<file path="src/rtl/power_load_sequencer.sv">
// Ramps the number of enabled load banks up to a target at a fixed dwell per step,
// holds, then ramps back down. A 1/16 duty gate modulates the enables.
module power_load_sequencer #(
  parameter int NUM_BANKS = 8,
  parameter int DWELL_W   = 24,
  parameter int CNT_W     = $clog2(NUM_BANKS + 1)
) (
  input  logic                 clk,
  input  logic                 rst,
  input  logic                 start,
  input  logic                 stop,
  input  logic [CNT_W-1:0]     target_banks,
  input  logic [DWELL_W-1:0]   dwell_cycles,
  input  logic [DWELL_W-1:0]   hold_cycles,
  input  logic [3:0]           duty,
  output logic [NUM_BANKS-1:0] bank_en,
  output logic [CNT_W-1:0]     active_banks,
  output logic [1:0]           state,
  output logic                 busy,
  output logic                 done
);

  typedef enum logic [1:0] {
    IDLE      = 2'd0,
    RAMP_UP   = 2'd1,
    HOLD      = 2'd2,
    RAMP_DOWN = 2'd3
  } state_t;

  localparam logic [CNT_W-1:0] MAX_BANKS = CNT_W'(NUM_BANKS);

  state_t                 state_q, state_d;
  logic [CNT_W-1:0]       active_q, active_d;
  logic [CNT_W-1:0]       target_cfg_q, target_cfg_d;
  logic [DWELL_W-1:0]     dwell_cfg_q, dwell_cfg_d;
  logic [DWELL_W-1:0]     hold_cfg_q, hold_cfg_d;
  logic [3:0]             duty_cfg_q, duty_cfg_d;
  logic [DWELL_W-1:0]     dwell_cnt_q, dwell_cnt_d;
  logic [DWELL_W-1:0]     hold_cnt_q, hold_cnt_d;
  logic [3:0]             phase_q;
  logic [NUM_BANKS-1:0]   bank_en_q, bank_en_d;
  logic                   done_q, done_d;

  logic [CNT_W-1:0]       eff_target;
  logic [DWELL_W-1:0]     eff_dwell;
  logic [DWELL_W-1:0]     dwell_reload;
  logic                   step;

  assign eff_target   = (target_banks > MAX_BANKS) ? MAX_BANKS : target_banks;
  assign eff_dwell    = (dwell_cycles == '0) ? DWELL_W'(1) : dwell_cycles;
  assign dwell_reload = dwell_cfg_q - DWELL_W'(1);
  assign step         = (dwell_cnt_q == '0);

  always_comb begin
    state_d      = state_q;
    active_d     = active_q;
    target_cfg_d = target_cfg_q;
    dwell_cfg_d  = dwell_cfg_q;
    hold_cfg_d   = hold_cfg_q;
    duty_cfg_d   = duty_cfg_q;
    dwell_cnt_d  = dwell_cnt_q;
    hold_cnt_d   = hold_cnt_q;
    done_d       = 1'b0;

    unique case (state_q)
      IDLE: begin
        if (start) begin
          if (eff_target == '0) begin
            done_d = 1'b1;
          end else begin
            target_cfg_d = eff_target;
            dwell_cfg_d  = eff_dwell;
            hold_cfg_d   = hold_cycles;
            duty_cfg_d   = duty;
            dwell_cnt_d  = eff_dwell - DWELL_W'(1);
            state_d      = RAMP_UP;
          end
        end
      end

      RAMP_UP: begin
        if (step) begin
          active_d    = active_q + CNT_W'(1);
          dwell_cnt_d = dwell_reload;
        end else begin
          dwell_cnt_d = dwell_cnt_q - DWELL_W'(1);
        end
        // stop outranks the final step; the step itself still lands
        if (stop) begin
          if (active_d == '0) begin
            state_d = IDLE;
            done_d  = 1'b1;
          end else begin
            state_d     = RAMP_DOWN;
            dwell_cnt_d = dwell_reload;
          end
        end else if (step && (active_d == target_cfg_q)) begin
          state_d    = HOLD;
          hold_cnt_d = hold_cfg_q - DWELL_W'(1);
        end
      end

      HOLD: begin
        if (stop) begin
          state_d     = RAMP_DOWN;
          dwell_cnt_d = dwell_reload;
        end else if (hold_cfg_q != '0) begin
          if (hold_cnt_q == '0) begin
            state_d     = RAMP_DOWN;
            dwell_cnt_d = dwell_reload;
          end else begin
            hold_cnt_d = hold_cnt_q - DWELL_W'(1);
          end
        end
      end

      RAMP_DOWN: begin
        if (step) begin
          active_d    = active_q - CNT_W'(1);
          dwell_cnt_d = dwell_reload;
          if (active_q == CNT_W'(1)) begin
            state_d = IDLE;
            done_d  = 1'b1;
          end
        end else begin
          dwell_cnt_d = dwell_cnt_q - DWELL_W'(1);
        end
      end

      default: state_d = IDLE;
    endcase
  end

  always_comb begin
    bank_en_d = '0;
    for (int i = 0; i < NUM_BANKS; i++) begin
      bank_en_d[i] = (CNT_W'(i) < active_q) && (phase_q <= duty_cfg_q);
    end
  end

  always_ff @(posedge clk) begin
    if (rst) begin
      state_q      <= IDLE;
      active_q     <= '0;
      target_cfg_q <= '0;
      dwell_cfg_q  <= '0;
      hold_cfg_q   <= '0;
      duty_cfg_q   <= '0;
      dwell_cnt_q  <= '0;
      hold_cnt_q   <= '0;
      phase_q      <= '0;
      bank_en_q    <= '0;
      done_q       <= 1'b0;
    end else begin
      state_q      <= state_d;
      active_q     <= active_d;
      target_cfg_q <= target_cfg_d;
      dwell_cfg_q  <= dwell_cfg_d;
      hold_cfg_q   <= hold_cfg_d;
      duty_cfg_q   <= duty_cfg_d;
      dwell_cnt_q  <= dwell_cnt_d;
      hold_cnt_q   <= hold_cnt_d;
      phase_q      <= phase_q + 4'd1;
      bank_en_q    <= bank_en_d;
      done_q       <= done_d;
    end
  end

  assign bank_en      = bank_en_q;
  assign active_banks = active_q;
  assign state        = state_q;
  assign busy         = (state_q != IDLE);
  assign done         = done_q;

endmodule

</file>
<file path="config.mk">
export PLATFORM = sky130hd
export DESIGN_NAME = power_load_sequencer
export DESIGN_NICKNAME = d
export VERILOG_FILES = /design/src/rtl/power_load_sequencer.sv
export SDC_FILE = /design/constraint.sdc
export NUM_CORES = 1
export LEC_CHECK = 0
export CELL_PAD_IN_SITES_DETAIL_PLACEMENT = 1
export CELL_PAD_IN_SITES_GLOBAL_PLACEMENT = 2
export CORE_MARGIN = 2
export CORE_UTILIZATION = 30
export DETAILED_ROUTE_END_ITERATION = 10
export PLACE_DENSITY = 0.77
export SLEW_MARGIN = 20
export SYNTH_ARGS = -nofsm -noshare
export SYNTH_HDL_FRONTEND = slang
export SYNTH_SLANG_ARGS = --single-unit
</file>
<file path="constraint.sdc">
create_clock -name clk -period 6.48 [get_ports clk]
set_clock_uncertainty 0.15 [all_clocks]
set_input_delay 0.648 -clock clk [delete_from_list [all_inputs] [get_ports clk]]
set_output_delay 0.648 -clock clk [all_outputs]
set_load 0.02 [all_outputs]
</file>
* Word-level counts from Yosys, hierarchy flattened *
Cells that the tools add are included.

word-level totals
  logic and storage cells = 110
  register bits = 123

operators by class
  equal/unequal tests = 17
  $lt $le $gt $ge = 10
  bitwise operators = 1
  $add $sub $neg = 8
  muxes and demuxes = 39
  reduce and logical (&&, ||, !) cells = 24

operator list
  operator               count
  $mux 24                14
  $sub 24x1->24 const B  5
  $pmux 24 s4            1
  $logic_not 24->1       3
  $pmux 24 s2            1
  $reduce_bool 24->1     1
  $mux 2                 10
  $ne 2x2->1 const B     9
  $lt 3x4->1 const A     4
  $mux 4                 4
  $logic_and 1x1->1      9
  $ne 3x3->1 const B     3
  $add 4x1->4 const B    2
  $logic_not 4->1        2
  $lt 1x4->1 const A     2
  $lt 2x4->1 const A     2
  $pmux 2 s4             1
  $pmux 4 s2             1
  $reduce_and 7->1       1
  $mux 1                 6
  $reduce_and 6->1       1
  $reduce_bool 2->1      3
  $eq 2x2->1 const B     2
  $eq 4x1->1 const B     1
  other kinds (11)       11

* Logic depth before layout (Yosys ltp) *
Gate-level depths: netlist (run 1).

  depth in word-level cells = 8
  gate-level depth with buffers = 13
  gate-level depth less buffers = 11

* Worst setup path before layout (run 1) *
Ideal clock, no wire load.

  path kind = register to register
  start = reg state_q[0] (netlist: state[0])
  end = reg hold_cnt_q[14]
  arrival = 3.492 ns
  stages on the path, launching flop included = 13
  buffers on the path = 5
  slack = 2.757 ns
  cell sequence = dfxtp_1 nand2b_4 buf_6 clkbuf_1 clkbuf_1 clkbuf_1 buf_1 mux2i_1 ha_1 nand3_1 or2_2 or3_1 a41oi_1

between the ends
  longest elaborated chain between the ends = 3

RTL lines
  item                                                                     line  text
  start: declaration                                                       32    state_t state_q, state_d;
  start signal: assignment                                                 155   state_q <= state_d;
  $eq 2x2->1 / $eq 2x1->1 (equally long branches)                          65    unique case (state_q)
  $ne 2x2->1 (no source line) / $reduce_bool 2->1 (equally long branches)  -
  $reduce_and 6->1 (no source line)                                        -
  end signal: assignment                                                   162   hold_cnt_q <= hold_cnt_d;
  end: declaration                                                         39    logic [DWELL_W-1:0] hold_cnt_q, hold_cnt_d;

Parallel ways exist; a longest one is shown, timed or not.
A chain may end at the register's enable or synchronous reset.

* Final worst setup path (run 1) *
  start = in dwell_cycles[16]
  end = reg dwell_cnt_q[20]

between the ends
  longest elaborated chain between the ends = 6

RTL lines
  item                    line  text
  start: declaration      13    input logic [DWELL_W-1:0] dwell_cycles,
  $logic_not 24->1        50    assign eff_dwell = (dwell_cycles == '0) ? DWELL_W'(1) : dwell_cycles;
  $mux 24 *               50
  $sub 24x1->24 *         75    dwell_cnt_d = eff_dwell - DWELL_W'(1);
  $mux 24 *               68    if (eff_target == '0) begin
  $mux 24 *               67    if (start) begin
  $pmux 24 s4 *           65
  end signal: assignment  161   dwell_cnt_q <= dwell_cnt_d;
  end: declaration        38    logic [DWELL_W-1:0] dwell_cnt_q, dwell_cnt_d;

Every way passes the cells marked *; elsewhere a longest branch is shown, timed or not. The select of a mux whose other input is x is not followed.

==> results.md, run 1 <==
- The number of sinks on the clock net is 123.
- Ranked by total cell area, the synthesized netlist is headed by sky130_fd_sc_hd__dfxtp_1, sky130_fd_sc_hd__nand2_1, sky130_fd_sc_hd__a21oi_1.
- The startpoint-to-endpoint class of the critical path is in2reg.
- The placeable core region is 0.02584 mm^2.
- The die is 165.7 um wide.
- In this run the post-CTS setup repair buffer count came out at 0.
- The number of top-level design ports is 76.
- The path class of the lowest-slack min-delay path is reg2reg.
- The final hold violation count is 0.
- For this block, the routed nets add up to 27690 um of wire.
- The endpoint type of the worst setup path is a flip-flop.
- Counting instances in the post-synthesis netlist gives the leading cell types as sky130_fd_sc_hd__nand2_1, sky130_fd_sc_hd__dfxtp_1, sky130_fd_sc_hd__a21oi_1, sky130_fd_sc_hd__nor2_1, sky130_fd_sc_hd__clkbuf_1.
- Dividing the detail-routed wire length by the instance count gives 19.12 um.
- The post-synthesis net count is around 1100.
- After clock tree synthesis, the clock-pin slew on the worst setup and hold paths is ~0.060 ns.
- The number of vias per cell is 5.515.
- The number of flops mapped to enable cells by yosys is 0.
- The worst path uses 64.97% of the clock period.
- Setup repair after global routing left no endpoint under its margin.
- The global-route usage over all layers is 20.05%.
- The first global-routing pass estimated 44640 um of wire.
- The data required time at the worst endpoint is around 6.6 ns.
- The site row count is 59.
- The fraction of the core area covered by cells at the end of the flow is 36.50%.
- TritonCTS built the clock tree.
- The largest individual stage delay along the critical path comes from the cell sky130_fd_sc_hd__or4_1.
- For this run, the number of Yosys warnings is 0.
- The leading area contributor after synthesis is sky130_fd_sc_hd__dfxtp_1.
- The most instantiated library cell after synthesis is sky130_fd_sc_hd__nand2_1.
- Adding up every negative setup slack in the final design gives 0 ns.
- For this run, the leading register cell type out of synthesis is sky130_fd_sc_hd__dfxtp_1.
- Together, buffers and inverters on the worst path number 1.
- Before antenna repair, the detailed router went through 5 iterations.
- Of all flip-flops after synthesis, the portion carrying an async set or reset was 0%.
- Max-cap violations in this run came to 0.
- Hold repair after CTS inserted 0 buffers.
- The number of setup violations in the final report is 0.
- Summed over all cells, the static leakage comes to 3.357 nW.
- The multi-input combinational cells in the finished layout cover a total of 0.005047 mm^2.
- The worst path in the final design needs a cycle of 4.210 ns, including I/O delays and setup.
- The cell family with the largest share of critical-path delay is simple AND/OR/NAND/NOR gates.
- The most repeated library cell on the critical path is sky130_fd_sc_hd__a31oi_1.
- In the final layout, the share of cells above drive strength 1 is about 6.1%.
- The clock reaches the later pin of the worst-skew pair after around 0.43 ns.
- The overall die area is about 0.027 mm^2.
- The delay of the slowest cell on the worst path is 0.61 ns.
- The pin slew with the least headroom to its limit is about 1 ns.
- STA puts the critical path data arrival time at about 4.3 ns.
- The routed layout has roughly 8000 vias.
- Entering global routing, the biggest net connects 80 pins.
- The run finished with clean final reports.
- In this run the tightest slew margin relative to its limit is 34.15%.
- The repair_antennas step left the layout with diodes totalling 0.
- Across the VDD grid, the largest voltage drop is 0.1302 mV.
- The detailed router finished its first iteration with between 400 and 500 violations.
- The final layout contains between 1000 and 1500 nets.
- In the routed design, unresolved DRC markers number 0.
- Across the whole layout, storage elements account for between 0.002 and 0.0025 mm^2.
- The share of Yosys cell area claimed by the top area cell type is between 30% and 40%.
- The number of standard cells after synthesis is 1058.
- Traced cell by cell, the critical path runs through clkdlybuf4s50_1 -> or4_1 -> nor4_1 -> a31oi_1 -> ha_1 -> nor3b_1 -> nand4b_1 -> nor3_1 -> xor2_1 -> a22o_1 -> a31oi_1 -> o32ai_1.
- The total half-perimeter wirelength after legalization and detailed placement is 19610 um.
- The number of levels the H-tree was split into is 4.
- The initial utilization of the core area, before any placement, comes to 30.35%.
- During placement, the flow inserted port buffers numbering 75.
- The layout has ~3200 filler cells.
- The flip-flop and latch count after synthesis is 123.
- The total count of max-transition violations in the final report is 0.
- The total of cells resized after clock tree synthesis is 0.
- The cell sitting at the root of the clock tree is a sky130_fd_sc_hd__clkbuf_16.
- The via count of the first global-routing pass is between 7000 and 8000.
- The final weighted congestion in routability-driven placement is 0.8080.
- Dividing total power by cell area gives a power density of 271.2 mW/mm^2.
- STA classifies the critical path startpoint as an input pin.
- Global routing finished with a remaining overflow of 0.
- The fmax is 0.2375 GHz.
- The total CTS buffers is 17.
- The buffer depth of the longest clock path is 2.
- The cell area that synthesis handed to floorplanning was between 0.007 and 0.008 mm^2.
- The area growth from synthesis to layout is 20.25%.
- The floorplan step set the die height to ~170 um.
- The top fanout value on the critical path is 7.
- After synthesis, the mean cell area works out to about 7.4 um^2.
- The distinct cell type count of the synthesized netlist is 80.
- The number of antenna violations at the first check in global routing came to 0.
- The part of the Yosys area used for sequential elements is 31.40%.
- The count of nets left with antenna violations once routing finished came out at 0.
==> cells in the final DEF (no fill, tap or decap), types with 6 or more instances in the layout <==
master | netlist | routed
sky130_fd_sc_hd__nand2b_1 | 6 | 6
sky130_fd_sc_hd__inv_1 | 23 | 23
sky130_fd_sc_hd__nand2_1 | 192 | 192
sky130_fd_sc_hd__mux2i_1 | 23 | 23
sky130_fd_sc_hd__or3_1 | 14 | 14
sky130_fd_sc_hd__dfxtp_1 | 123 | 123
sky130_fd_sc_hd__clkdlybuf4s50_1 | 0 | 74
sky130_fd_sc_hd__o211ai_1 | 7 | 7
sky130_fd_sc_hd__nor4_1 | 27 | 27
sky130_fd_sc_hd__nand4_1 | 7 | 7
sky130_fd_sc_hd__buf_4 | 0 | 12
sky130_fd_sc_hd__o22ai_1 | 7 | 7
sky130_fd_sc_hd__xor2_1 | 31 | 31
sky130_fd_sc_hd__nand3_1 | 29 | 28
sky130_fd_sc_hd__a211oi_1 | 11 | 11
sky130_fd_sc_hd__a21oi_1 | 99 | 99
sky130_fd_sc_hd__a31oi_1 | 22 | 22
sky130_fd_sc_hd__or4_1 | 11 | 11
sky130_fd_sc_hd__and2_1 | 11 | 11
sky130_fd_sc_hd__a32oi_1 | 7 | 7
sky130_fd_sc_hd__clkinvlp_4 | 0 | 6
sky130_fd_sc_hd__and3_1 | 8 | 8
sky130_fd_sc_hd__nor2b_1 | 7 | 6
sky130_fd_sc_hd__nor3_1 | 36 | 36
sky130_fd_sc_hd__xnor2_1 | 28 | 28
sky130_fd_sc_hd__o21ai_0 | 39 | 39
sky130_fd_sc_hd__clkbuf_16 | 0 | 17
sky130_fd_sc_hd__nor2_1 | 97 | 96
sky130_fd_sc_hd__ha_1 | 12 | 12
==> sequential cells by signal, indices dropped and copies added (netlist names), named ones only <==
register	count
target_cfg_q	4
dwell_cfg_q	24
phase_q	4
active_banks	4
bank_en	8
hold_cfg_q	24
duty_cfg_q	4
hold_cnt_q	24
done	1
state	1
dwell_cnt_q	24
==> routing by layer <==
metal / up-vias / routed length, um / track usage (%)
li1: 3912 / - / -
met1: 3871 / 14270 / 29.31
met2: 181 / 12160 / 31.32
met3: 21 / 1008 / 2.652
met4: 0 / 252 / 4.612
met5: - / 0 / 0
==> worst register-to-register path: stages, from the launching register on <==
cell and delay [ns]:
sky130_fd_sc_hd__dfxtp_1 0.76, sky130_fd_sc_hd__nand2b_4 0.68, sky130_fd_sc_hd__mux2_4 0.39, sky130_fd_sc_hd__or4_1 0.65, sky130_fd_sc_hd__or4_4 0.58, sky130_fd_sc_hd__or2_0 0.27, sky130_fd_sc_hd__a32o_1 0.25, sky130_fd_sc_hd__a31o_1 0.18
==> power by group <==
part           total (mW)  switching, mW  leakage (nW)  internal [mW]
Combinational       0.704          0.435          2.08          0.269
Sequential          0.893         0.0787          1.00          0.815
Clock               0.961          0.377         0.267          0.584
==> final cells by class <==
class	instances	share of cell area, %
multi-input combinational	848	53.52
sequential	123	26.11
timing repair buffer	86	8.810
clock buffer	21	4.883
tap	335	4.445
clock inverter	11	1.274
inverter	24	0.9553
==> logic make-up (layout without fill, tap and decap cells) <==
| logic type | after synthesis | in the layout | synth area share (%) |
|---|---|---|---|
| AO/OA/AOI/OAI | 261 | 261 | 21.39 |
| XOR/XNOR | 60 | 60 | 6.892 |
| adder cells (fa/ha/maj) | 12 | 12 | 1.914 |
| buffers and inverters | 87 | 142 | 4.499 |
| flip-flops | 123 | 123 | 31.40 |
| multiplexers | 27 | 27 | 3.558 |
| AND/OR/NAND/NOR | 488 | 488 | 30.34 |
==> per-stage QoR <==
stage / setup slack (ns) / instance area (um^2) / std cells / hold WS [ns] / power [mW]
global placement: 1.886 / 8850 / 1416 / 0.2944 / 1.597
CTS: 2.259 / 9430 / 1448 / 0.3165 / 2.570
detailed placement: 1.833 / 8850 / 1416 / 0.3033 / 1.604
floorplan: 2.757 / 7843 / 1058 / 0.2797 / 1.377
finish: 2.270 / 9430 / 1448 / 0.3132 / 2.558
global route: 1.890 / 9430 / 1448 / 0.3428 / 2.698
==> path summary, 6_finish.rpt <==
path | start | to | slack (ns) | cells past startpoint
min | phase_q[0]$_SDFF_PP0_ | phase_q[0]$_SDFF_PP0_ | 0.31 | 1
min reg2reg | phase_q[0]$_SDFF_PP0_ | phase_q[0]$_SDFF_PP0_ | 0.31 | 1
max reg2reg | state[0]$_SDFFE_PP0P_ | hold_cnt_q[17]$_SDFFE_PP0P_ | 2.46 | 7
max | dwell_cycles[16] | dwell_cnt_q[20]$_SDFFE_PP0P_ | 2.27 | 12
No activity file was read; power rests on OpenSTA's default activity.
==> inputs of run 2 (changes only) <==
- clock period: 6.48 -> 4.03 ns (I/O delays scaled with it)
==> run 2 against run 1 <==
Register-to-register slack worse by 1.8 ns. Total power is 67% higher. Count of clock-buffer cells in the layout is 2 lower. Sequential share of layout area is 0.50 points lower. Global-route usage is 0.097 points higher. Critical path depth stayed put. Worst setup slack worse by 1.7 ns. Sequential power is 60% higher. Final area is 1.9% higher. Via count hardly changed. Core utilization is 0.71 points higher. Cell count is 1.2% higher. Largest cell class unchanged. Highest routed layer unchanged.
==> results.md, run 2 (synthesized netlist as in run 1, its figures left out) <==
- In the routed layout, each cell is associated on average with a via count of 5.446.
- Counting instances, the worst hold path has a depth of 2.
- The number of diodes is 0.
- Subtracting the final worst setup slack from the clock period gives 3.440 ns.
- The number of antenna violations at the first check in global routing is 0.
- The total of cells resized after clock tree synthesis is 0.
- The first global-routing pass estimated about 45000 um of wire.
- The filler cell count is 3211.
- The count of nets after finishing is roughly 1200.
- The total count of max-transition violations in the final report is 0.
- Data on the critical path arrives at its endpoint at 3.57 ns.
- The buffer depth of the longest clock path is 2.
- Along the worst path, the maximum fanout reaches 6.
- The launch instance of the worst min-delay path is rst.
- The final routed DRC violation total is 0.
- The total number of vias is between 7000 and 8000.
- The number of levels the H-tree was split into is 4.
- The final hold violation count is 0.
- For the pin with the worst max-slew slack, the measured transition is 0.8173 ns.
- Leaving out fill and tap cells, the most frequent cell in the layout is sky130_fd_sc_hd__nand2_1.
- The via count of the first global-routing pass is 7885.
- The multi-input combinational cells in the finished layout cover a total of between 0.005 and 0.006 mm^2.
- The worst setup path is launched from an input pin.
- Buffers added to address setup during post-CTS repair amount to 0.
- For this design the static power due to leakage is 3.478 nW.
- Measured along the x axis, the die boundary spans 165.7 um.
- The most repeated library cell on the critical path is sky130_fd_sc_hd__nor3_1.
- The number of cells on the worst reg-to-reg path is 7.
- The internal power of the cells is 2.814 mW.
- For this run, the slowest stage of the critical path takes 0.59 ns.
- The worst slew margin relative to its limit is 45.09%.
- Across every metal layer, demand over resource in global routing totals 20.15%.
- The worst register-to-register path ends at hold_cnt_q[17]$_SDFFE_PP0P_.
- The switching share of power is between 30 and 40%.
- Entering global routing, the biggest net connects 64 pins.
- Counting every sink on the clock net gives roughly 120.
- The setup TNS after final layout is 0 ns.
- The total half-perimeter wirelength after legalization and detailed placement is roughly 20000 um.
- Hold is met by between 0.3 and 0.4 ns.
- The combinational power share is 27.1%.
- Cells fill 37.21% of the core in the end.
- The sequential cell area in the final layout is 0.002462 mm^2.
- The area growth from synthesis to layout is 22.57%.
- The final worst-path cycle share is a little under nine tenths.
- The floorplan step defined a core boundary enclosing ~0.026 mm^2.
- The proportion of layout cells with a drive suffix above 1 is under 10%.
- Leaving out fill and tap cells, the most frequent cells in the layout are sky130_fd_sc_hd__nand2_1, sky130_fd_sc_hd__dfxtp_1, sky130_fd_sc_hd__a21oi_1.
- The filler-free cell count of the finished design is roughly 1500.
- The buffer cell driving the clock tree root is sky130_fd_sc_hd__clkbuf_16.
- After floorplanning, the core was divided into 59 placement rows.
- The total CTS buffers is 17.
- The clock insertion delay at the later pin of the skew report is 0.43 ns.
- The power per cell area is 443.5 mW/mm^2.
- For this block, the initial DRC count from the detailed router was 416.
- The die covers 0.02745 mm^2.
- During I/O placement, the number of pins put on the boundary was 76.
- The cell at the slowest stage of the critical path is sky130_fd_sc_hd__clkdlybuf4s50_1.
- The count of antenna-violating nets left after detailed routing is 0.
- The final weighted congestion in routability-driven placement is ~0.80.
- The sequential share of power is 33.5%.
- The run finished with clean final reports.
- TritonCTS built the clock tree.
- The analysis attributes to net switching a power of approximately 1.4 mW.
- The cell family with the largest share of critical-path delay is simple AND/OR/NAND/NOR gates.
- The endpoint type of the worst setup path is a flip-flop.
- STA puts the critical path data required time at 4.16 ns.
- The final wirelength is 27680 um.
- After clock tree synthesis, the clock-pin slew on the worst setup and hold paths is 0.06 ns.
- The clock network fraction of total power is 39.4%.
- The critical path goes through clkdlybuf4s50_1 -> nor3_1 -> and4b_1 -> a31oi_1 -> ha_1 -> nor3b_1 -> nand4b_1 -> nor3_1 -> xnor2_1 -> o32ai_1 -> mux2i_1 -> a21oi_1.
- The die outline height is roughly 170 um.
- The number of setup violations in the final report is 0.
- After global routing the overflow that remains totals 0.
- The initial cell density of the core is 30.35%.
- The end of the worst hold path is hold_cfg_q[15]$_SDFFE_PP0P_.
- During placement, the flow inserted port buffers numbering 75.
- The number of max-capacitance violations reported is 0.
- The critical path is of the in2reg type.
- The path class of the lowest-slack min-delay path is in2reg.
- The fmax is 0.2907 GHz.
- The number of buffers and inverters on the critical path is 1.
- Across all register-to-register paths, the minimum setup slack is between 0.6 and 0.7 ns.
- Including well taps, the total number of placed cells is roughly 1400.
- The average wire per standard cell is around 19 um.
- Setup repair after global routing left no endpoint under its margin.
- The largest voltage drop on the vdd net is 0.3107 mV.
- The iteration count of the initial detailed-routing pass is 6.
- Hold repair after CTS inserted 0 buffers.
## run 2: cell count changes in the layout (fill, tap and decap cells not counted), moves of 2 or more
cell	before	now
sky130_fd_sc_hd__clkinv_2	3	1
sky130_fd_sc_hd__clkinv_4	0	5
sky130_fd_sc_hd__buf_4	12	29
sky130_fd_sc_hd__clkinvlp_4	6	2
sky130_fd_sc_hd__bufinv_16	2	4
## run 2: cell type report
cell class | instances | area share, %
well taps | 335 | 4.360
inverters | 24 | 0.9371
repair buffers | 103 | 9.970
clock inverters | 13 | 2.004
clock buffers | 19 | 4.608
multi-input cells | 848 | 52.51
flip-flops and latches | 123 | 25.61
## run 2: how the worst max path moves through the flow
stage                                from                      endpoint  slack (ns)  cells past startpoint
global placement         dwell_cycles[11]  dwell_cnt_q[20]$_SDFFE_PP0P_        0.22                     12
global route             dwell_cycles[11]  dwell_cnt_q[22]$_SDFFE_PP0P_        0.22                     12
floorplan           state[0]$_SDFFE_PP0P_   hold_cnt_q[14]$_SDFFE_PP0P_        0.31                     12
CTS                      dwell_cycles[11]  dwell_cnt_q[20]$_SDFFE_PP0P_        0.58                     12
detailed placement       dwell_cycles[11]  dwell_cnt_q[20]$_SDFFE_PP0P_        0.14                     12
finish                   dwell_cycles[11]  dwell_cnt_q[22]$_SDFFE_PP0P_        0.59                     12
## run 2: stage by stage
| stage | instance area, um^2 | worst slack (ns) | total power [mW] |
|---|---|---|---|
| after floorplan | 7843 | 0.3070 | 2.215 |
| final | 9613 | 0.5900 | 4.263 |
| after global routing | 9613 | 0.2171 | 4.489 |
| after CTS | 9613 | 0.5831 | 4.292 |
| after detailed placement | 8977 | 0.1373 | 2.598 |
| after global placement | 8977 | 0.2172 | 2.587 |
## run 2: layer usage
layer	vias to the layer above	wire length [um]	share of wire [%]	global-route usage (%)
li1	3944	-	-	-
met1	3855	13960	50	28.60
met2	152	12270	44	31.50
met3	28	1032	3.7	3.465
met4	0	414	1.5	5.482
met5	-	0	0	0
## run 2: power by group through the flow
stage | Clock (mW) | Sequential, mW | Combinational, mW
CTS | 1.71 | 1.43 | 1.16
global placement | 0 | 1.45 | 1.14
detailed placement | 0 | 1.45 | 1.15
global route | 1.76 | 1.44 | 1.28
finish | 1.68 | 1.43 | 1.16
floorplan | 0 | 1.42 | 0.797
==> inputs of run 3 (changes only) <==
- CORE_MARGIN: 2 -> 5
- CTS_CLUSTER_SIZE: unset -> 40
==> run 3 against run 2 <==
Critical path depth unchanged. First-iteration DRC count decreased by 2.4%. Core utilization is 0.12 points higher. Wire length rose by 1.5%. Maximum frequency decreased by 0.76%. Critical path type unchanged. Worst setup slack worse by 0.026 ns. Global-route usage down 0.89 points. Final area increased by 0.60%. Clock power hardly changed. Sequential cell count is the same.
==> results.md, run 3 (synthesized netlist as in run 1, its figures left out) <==
- After global routing, the most crowded layer is met2.
- The final wirelength is 28100 um.
- The final routed DRC violation total is 0.
- Post-CTS repair changed the size of 0 cells.
- The initial DRC count is 406.
- The net count of the finished layout is 1194.
- The clock-pin slew on the worst setup and hold paths is about 0.06 ns.
- The path class of the lowest-slack min-delay path is reg2reg.
- The switching share of power is 33.85%.
- The horizontal extent of the die is 171.7 um.
- Clock tree synthesis inserted a total of 17 buffers.
- For this run, the top clock speed supported by timing is 0.2885 GHz.
- In the layout the commonest cells are sky130_fd_sc_hd__nand2_1, sky130_fd_sc_hd__dfxtp_1, sky130_fd_sc_hd__a21oi_1.
- The count of hold buffers inserted by post-cts repair is 0.
- The internal portion of the total power is 2.843 mW.
- The run finished with clean final reports.
- The clock network fraction of total power is between 30% and 40%.
- The placeable core region is 0.02591 mm^2.
- The detail route stage leaves a number of antenna-violating nets equal to 0.
- The total half-perimeter wirelength after legalization and detailed placement is 20360 um.
- The number of setup violations in the final report is 0.
- The via count of the first global-routing pass is 7867.
- The power per cell area is 444.5 mW/mm^2.
- Detailed routing inserted a total of 8061 vias.
- CTS saw roughly 120 sinks.
- In this run the vertical extent of the chip is between 150 and 200 um.
- The setup fix buffers added after clock tree synthesis is 0.
- Global routing consumed, on the met1 layer, 28.46% of the routing resources.
- The site row count is 59.
- The initial cell density of the core is 30.27%.
- The H-tree generated during clock tree synthesis spans 4 levels.
- The final hold violation count came to 0.
- The worst setup path is captured at a flip-flop.
- The startpoint-to-endpoint class of the critical path is in2reg.
- The first TritonRoute pass finished after 5 iterations.
- TritonCTS built the clock tree.
- The arrival time reported for the critical path endpoint is 3.61 ns.
- Summed over all cells, the static leakage comes to 3.505 nW.
- The worst slew margin relative to its limit is 47.12%.
- The area growth from synthesis to layout is 23.31%.
- The number of antenna violations at the first check in global routing is 0.
- The total count of max-transition violations in the final report was 0.
- The number of vias per cell is 5.484.
- The number of max-capacitance violations reported is 0.
- The worst setup path is launched from an input pin.
- Entering global routing, the biggest net connects about 60 pins.
- The floorplan step defined a die boundary enclosing 0.02948 mm^2.
- Timing analysis after detailed placement gives a worst setup slack of 0.1360 ns.
- The number of diodes is 0.
- The most frequent standard cell in the layout excluding fill and tap cells is sky130_fd_sc_hd__nand2_1.
- Setup repair after global routing left no endpoint under its margin.
- The post-route minimum period is 3.466 ns.
- The sequential share of power is 33.3%.
- The number of top-level design ports is 76.
- The final weighted congestion in routability-driven placement is between 0.8 and 0.9.
- Per report_power, the combinational group accounts for 27.4% of the total.
- The buffer cell driving the clock tree root is sky130_fd_sc_hd__clkbuf_16.
- The met2 capacity usage during global routing is 29.79%.
- The buffer depth of the longest clock path is 2.
- The total grt overflow is 0.
- Buffers placed on the I/O ports in this run total 75.
- The global-route track usage on met3 is ~2.6%.
- The final critical-path setup slack is approximately 0.56 ns.
- The final worst-path cycle share is between 80% and 90%.
- The largest voltage drop on the vdd net is 0.2256 mV.
- The clock reaches the later pin of the worst-skew pair after 0.43 ns.
- The proportion of layout cells with a drive suffix above 1 is ~8.1%.
- In the final timing run, aggregate negative setup slack is 0 ns.
- The pin slew with the least headroom to its limit is 0.7860 ns.
- STA puts the critical path data required time at 4.17 ns.
- The power spent charging and discharging nets is 1.455 mW.
- For this run, the total global-route usage over all layers was measured as 19.26%.
- After detailed routing, the average wire length per cell comes to 19.11 um.
- In this run the worst path has a maximum fanout of 6.
- The first-pass GRT wire length is about 45000 um.
-- run 3: changes by cell type in the layout (fill, tap and decap cells not counted), sizes merged --
cell	delta
inv	+1
clkinv	-3
clkinvlp	+2
buf	+5
-- run 3: final timing paths --
kind | startpoint | end | slack (ns) | depth (start not counted)
max | dwell_cycles[11] | dwell_cnt_q[20]$_SDFFE_PP0P_ | 0.56 | 12
min | duty_cfg_q[3]$_SDFFE_PP0P_ | duty_cfg_q[3]$_SDFFE_PP0P_ | 0.31 | 2
max reg2reg | dwell_cnt_q[0]$_SDFFE_PP0P_ | hold_cnt_q[9]$_SDFFE_PP0P_ | 0.79 | 11
min reg2reg | duty_cfg_q[3]$_SDFFE_PP0P_ | duty_cfg_q[3]$_SDFFE_PP0P_ | 0.31 | 2
-- run 3: worst max-delay path: stages --
cell and delay (ns):
sky130_fd_sc_hd__clkdlybuf4s50_1 0.59, sky130_fd_sc_hd__nor3_1 0.14, sky130_fd_sc_hd__and4b_1 0.26, sky130_fd_sc_hd__a31oi_1 0.23, sky130_fd_sc_hd__ha_1 0.21, sky130_fd_sc_hd__nor3b_1 0.62, sky130_fd_sc_hd__nand4b_1 0.32, sky130_fd_sc_hd__nor3_1 0.25
sky130_fd_sc_hd__xor2_1 0.11, sky130_fd_sc_hd__a22o_1 0.25, sky130_fd_sc_hd__a31oi_1 0.13, sky130_fd_sc_hd__o32ai_1 0.10
-- run 3: final cells by class --
type	count	area [um^2]
Sequential cell	123	2462
Clock buffer	19	452.9
Timing Repair Buffer	108	1008
Inverter	24	90.09
Fill cell	3125	16240
Tap cell	335	419.2
Clock inverter	13	190.2
Multi-Input combinational cell	848	5047
-- run 3: layer usage --
metal	vias to the layer above	wire length [um]
met4	0	230
met5	-	0
li1	3956	-
met3	15	1138
met2	163	12230
met1	3927	14500
-- run 3: stage by stage --
stage | std cells | instance area, um^2 | power, mW | hold slack [ns] | util [%]
2_1_floorplan | 1058 | 7843 | 2.215 | 0.2797 | -
3_3_place_gp | 1438 | 9027 | 2.604 | 0.2958 | 34.84
3_5_place_dp | 1438 | 9027 | 2.619 | 0.3063 | 34.84
4_1_cts | 1470 | 9671 | 4.329 | 0.3151 | 37.32
5_1_grt | 1470 | 9671 | 4.512 | 0.3433 | 37.32
6_report | 1470 | 9671 | 4.298 | 0.3123 | 37.32
-- run 3: power by group through the flow --
stage	sequential [mW]	clock [mW]	combinational [mW]
global placement	1.45	0	1.15
floorplan	1.42	0	0.797
finish	1.43	1.69	1.18
CTS	1.43	1.73	1.17
global route	1.45	1.77	1.29
detailed placement	1.45	0	1.16
